### config.mk
export PLATFORM = sky130hd
export DESIGN_NAME = mpb_reg_target
export DESIGN_NICKNAME = d
export VERILOG_FILES = /design/src/rtl/mpb_reg_target.sv
export SDC_FILE = /design/constraint.sdc
export NUM_CORES = 1
export LEC_CHECK = 0
export ABC_AREA = 1
export CAP_MARGIN = 20
export CORE_MARGIN = 2
export CORE_UTILIZATION = 35
export DETAILED_ROUTE_END_ITERATION = 10
export DONT_BUFFER_PORTS = 1
export PLACE_DENSITY_LB_ADDON = 0.2
export SLEW_MARGIN = 20
export SYNTH_ARGS = -nofsm -noshare
export SYNTH_HDL_FRONTEND = slang
export SYNTH_SLANG_ARGS = --single-unit
### constraint.sdc
create_clock -name clk -period 3.1 [get_ports clk]
set_input_delay 0.155 -clock clk [delete_from_list [all_inputs] [get_ports clk]]
set_output_delay 0.155 -clock clk [all_outputs]
set_load 0.01 [all_outputs]
### src/rtl/mpb_reg_target.sv
// MPB register-bank target: answers each bus request with rdy/rdata after WAIT_CYCLES
// wait states and exposes NUM_REGS read/write registers on a flat output bus.
module mpb_reg_target #(
    parameter int unsigned           ADDR_WIDTH  = 32,
    parameter int unsigned           DATA_WIDTH  = 32,
    parameter int unsigned           NUM_REGS    = 8,
    parameter int unsigned           WAIT_CYCLES = 0,
    parameter logic [DATA_WIDTH-1:0] RESET_VAL   = '0,
    parameter logic [DATA_WIDTH-1:0] ERR_RDATA   = 32'hDEAD_BEEF
) (
    input  logic                         clk,
    input  logic                         reset_n,
    input  logic                         vld,
    input  logic                         wr,
    input  logic [ADDR_WIDTH-1:0]        addr,
    input  logic [DATA_WIDTH-1:0]        wdata,
    output logic                         rdy,
    output logic [DATA_WIDTH-1:0]        rdata,
    output logic                         err,
    output logic [NUM_REGS*DATA_WIDTH-1:0] regs
);

    localparam int unsigned IDX_W    = $clog2(NUM_REGS);
    localparam logic [3:0]  CNT_LOAD = (WAIT_CYCLES > 0) ? 4'(WAIT_CYCLES - 1) : 4'd0;

    typedef enum logic [1:0] {
        StIdle,
        StWait,
        StAck
    } state_e;

    state_e                  state_q, state_d;
    logic [3:0]              cnt_q, cnt_d;
    logic                    latch_req;
    logic                    req_wr_q;
    logic [ADDR_WIDTH-1:0]   req_addr_q;
    logic [DATA_WIDTH-1:0]   req_wdata_q;
    logic [IDX_W-1:0]        req_idx;
    logic                    req_in_range;
    logic                    wr_en;
    logic [DATA_WIDTH-1:0]   reg_q [NUM_REGS];

    // Request handling
    always_comb begin
        state_d   = state_q;
        cnt_d     = cnt_q;
        latch_req = 1'b0;
        unique case (state_q)
            StIdle: begin
                if (vld) begin
                    latch_req = 1'b1;
                    cnt_d     = CNT_LOAD;
                    state_d   = (WAIT_CYCLES > 0) ? StWait : StAck;
                end
            end
            StWait: begin
                // An abort wins over an expiring counter.
                if (!vld) begin
                    state_d = StIdle;
                    cnt_d   = 4'd0;
                end else if (cnt_q == 4'd0) begin
                    state_d = StAck;
                end else begin
                    cnt_d = cnt_q - 4'd1;
                end
            end
            StAck: begin
                state_d = StIdle;
            end
            default: begin
                state_d = StIdle;
            end
        endcase
    end

    always_ff @(posedge clk or negedge reset_n) begin
        if (!reset_n) begin
            state_q <= StIdle;
            cnt_q   <= 4'd0;
        end else begin
            state_q <= state_d;
            cnt_q   <= cnt_d;
        end
    end

    always_ff @(posedge clk or negedge reset_n) begin
        if (!reset_n) begin
            req_wr_q    <= 1'b0;
            req_addr_q  <= '0;
            req_wdata_q <= '0;
        end else if (latch_req) begin
            req_wr_q    <= wr;
            req_addr_q  <= addr;
            req_wdata_q <= wdata;
        end
    end

    // Address decode, always from the latched request
    assign req_idx      = req_addr_q[2 +: IDX_W];
    assign req_in_range = (req_addr_q[1:0] == 2'b00) &&
                          ((req_addr_q >> (2 + IDX_W)) == '0);
    assign wr_en        = (state_q == StAck) && req_wr_q && req_in_range;

    always_ff @(posedge clk or negedge reset_n) begin
        if (!reset_n) begin
            for (int i = 0; i < NUM_REGS; i++) begin
                reg_q[i] <= RESET_VAL;
            end
        end else if (wr_en) begin
            reg_q[req_idx] <= req_wdata_q;
        end
    end

    // Response
    always_comb begin
        rdy   = 1'b0;
        err   = 1'b0;
        rdata = '0;
        if (state_q == StAck) begin
            rdy = 1'b1;
            err = !req_in_range;
            if (!req_wr_q) begin
                rdata = req_in_range ? reg_q[req_idx] : ERR_RDATA;
            end
        end
    end

    for (genvar i = 0; i < NUM_REGS; i++) begin : g_regs_out
        assign regs[i*DATA_WIDTH +: DATA_WIDTH] = reg_q[i];
    end

endmodule

==> impl_metrics.ini <==
[status]
run_status = complete, but fails checks
failed_checks = hold timing

[sta]
setup_viol_count_final = 0
post-route-period-util = 0.966
setup_tns_ns = 0
fin_worst_hold_slack_ns = -0.697
finalMaxSlewViolations = 0
grt_setup_unrepaired = false
max_clock_freq_mhz = 334
relSlewSlack = 0.310
tightest_slew_ns = 1.04
min_tclk_post_route_ns = 3.00
timing_hold_violations_final = 322
worst_setup_skew_after_layout_ns = 0.0199

[critical_path]
rr_worst_depth = 6
reg2reg_start = req_addr_q[3]$_DFFE_PN0P_
worst-r2r-setup-slack_ns = 0.72
timing_worst_setup_path_type = flop to primary output
crit_fanout = 31
critPathCaptureType = primary output
start_kind = flop
required_time_of_the_worst_setup_path_ns = 2.94
worst_reg2reg_path_endpoint = regs[205]$_DFFE_PN0P_
crit_arrival_ns = 2.84

[drt]
route.detailed.wl_per_inst_um = 25.3
detailed_router_s_first_iteration_violation_count = 1622
route.detailed.drc = 0
routed-via-count = 15200
drtPass1Iterations = 6
drt.antenna.violating_nets = 0
wl_mm = 69.6
routed_via_density = 5.52

[synthesis]
synth.top_cells.by_area = dfrtp_1, nand2_1, nand4_1, clkbuf_1, nor2_1
synthDominantCellAreaShare = 0.506
synthArstFlopShare = 1.00
ys.flop_type = dfrtp_1
synth_enable_flop_cells = 0
commonest_cells_post_synth = nand2_1, dfrtp_1, nand4_1
syn-num-nets = 2205
yosysUniqueCellTypes = 24
syn-mean-instance-area_um2 = 7.44
synth_seq_cells = 322
synth_most_common_cell = nand2_1
post_synthesis_sequential_area_ratio = 0.506
syn_area_um2 = 15900
syn_inst = 2137
synth-warning-count = 0
synth_largest_area_cell = dfrtp_1

[cts]
clock_sink_count = 322
clk-insertion-delay-late_ns = 0.57
clk_transition_reported_paths_ns = 0.06
cts.htree.levels = 2
cts.root.buffer_cell = clkbuf_16
cts_tree = built
ctsLongestPathBuffers = 3
number_of_buffers_added_to_fix_hold_violations_after_cts = 68
numCtsBuffers = 39

[die]
io-pin-count = 358
number_of_rows_in_the_core_area = 78
die_area_um2 = 47200
start_util = 0.353
fp.coreArea_um2 = 45100
floorplan.die.height_um = 217
chipWidth_um = 217

[cells_and_area]
antenna-diode-count = 0
synthToLayoutAreaGrowth_pct = 15.5
fin_cells = 2754
finalCoreUtilization = 0.408
layout-drive-gt1-share = 0.0771
final_cell_area_um2 = 18400
fill_cells = 4687
design.final.nets = 2196

[power_and_ir_drop]
p_clk_frac = 0.442
sw_frac_of_total = 0.291
internal_power_uw = 7170
power.share.combinational = 0.104
net-switching-power_uw = 2940
power.sequential.fraction = 0.454
leakage_power_uw = 0.00989
peakVddDrop_mv = 0.359
p_per_area_nw_per_um2 = 550

[placement]
final_estimated_routing_congestion_in_global_placement = 0.843
place.detailed.hpwl_mm = 43.7
number_of_placed_instances_taps_included = 2610
postPlaceCellArea_um2 = 16400
port_buffers = 0

[global_routing]
antenna_found_initial = 0
grt_pass1_wl_mm = 102
gr-usage-all-layers = 0.290
maximum_number_of_pins_on_one_net_before_global_route_repair = 323
first_global_vias = 14400
grt.overflow.total = 0

[min_path]
worstHoldPathType = input pin to asynchronous set/reset pin

[run]
timing.max_cap.violations = 0
[worst max path at each step]
| stage | start | endpoint | slack [ns] | depth (start not counted) |
|---|---|---|---|---|
| 6_report | req_addr_q[2]$_DFFE_PN0P_ | rdata[21] | 0.10 | 8 |
| 5_1_grt | req_addr_q[2]$_DFFE_PN0P_ | rdata[21] | 0.04 | 8 |
| 4_1_cts | req_addr_q[0]$_DFFE_PN0P_ | rdata[15] | 0.008 | 8 |
| 3_5_place_dp | req_addr_q[0]$_DFFE_PN0P_ | rdata[15] | 0.62 | 8 |
| 3_3_place_gp | req_addr_q[0]$_DFFE_PN0P_ | rdata[15] | 0.60 | 8 |
| 2_1_floorplan | req_addr_q[6]$_DFFE_PN0P_ | rdata[22] | 1.40 | 9 |
[through the flow]
| step | setup slack (ns) | total power, uW |
|---|---|---|
| after floorplan | 1.40 | 5120 |
| after global placement | 0.604 | 5610 |
| after detailed placement | 0.623 | 5620 |
| after CTS | 0.00759 | 10200 |
| after global routing | 0.0358 | 10400 |
| final | 0.104 | 10100 |
[routing by layer]
layer / global-route usage / routed length (um) / vias to the layer above
met3: 0.0862 / 6780 / 110
met1: 0.391 / 29400 / 7482
li1: - / - / 6910
met2: 0.451 / 31400 / 701
met4: 0.0863 / 1980 / 0
met5: 0 / 0 / -
[final cells by class]
cell class | instances | area, um2 | area share
clock buffer | 59 | 1170 | 0.0638
clock inverter | 8 | 61.3 | 0.00334
timing repair buffer | 144 | 1380 | 0.0749
sequential | 322 | 8060 | 0.439
inverter | 16 | 70.1 | 0.00381
tap | 600 | 751 | 0.0408
multi-input combinational | 1605 | 6890 | 0.375
[kinds of logic after synthesis]
kind of cell | synth area share
AOI/OAI and AO/OA | 0.0193
DFF | 0.506
and+or+nand+nor | 0.410
buffers and inverters | 0.0640
[repair_timing]
item / in CTS / in global routing
gates resized for setup: 0 / 1
setup buffers: 0 / 9
endpoints found under the setup margin: 0 / 12
endpoints found under the hold margin: 387 / 322
[critical path: stages (launching register included)]
cell	delay [ns]
dfrtp_4	0.63
inv_4	0.26
buf_4	0.44
nand2_1	0.10
nand2_1	0.13
nand2_1	0.08
nand2_1	0.06
nand2_1	0.05
a31oi_1	0.51
[layout by cell type (no fill, tap or decap), drive strengths merged]
master / netlist / final
nand4: 257 / 257
clkinv: 1 / 6
o211ai: 1 / 1
nand3b: 1 / 1
nand3: 14 / 14
nand2: 1205 / 1205
clkbuf: 122 / 59
o21ai: 8 / 8
a31oi: 24 / 24
buf: 72 / 76
clkinvlp: 0 / 1
o22ai: 16 / 16
or2: 3 / 3
dfrtp: 322 / 322
o22a: 1 / 1
dlygate4sd3: 0 / 68
nor2: 75 / 75
inv: 15 / 17
[registers in the layout, summed over array words and instances (netlist names)]
signal and cells:
req_addr_q 32, req_wr_q 1, state_q 1, req_wdata_q 32, regs 256
[power by group through the flow]
stage               sequential (uW)  combinational [uW]  clock [uW]
global route                   4600                1120        4720
CTS                            4580                1040        4550
detailed placement             4650                 970           0
finish                         4590                1050        4470
global placement               4650                 960           0
floorplan                      4420                 697           0
Power figures use the tool's default switching activity.
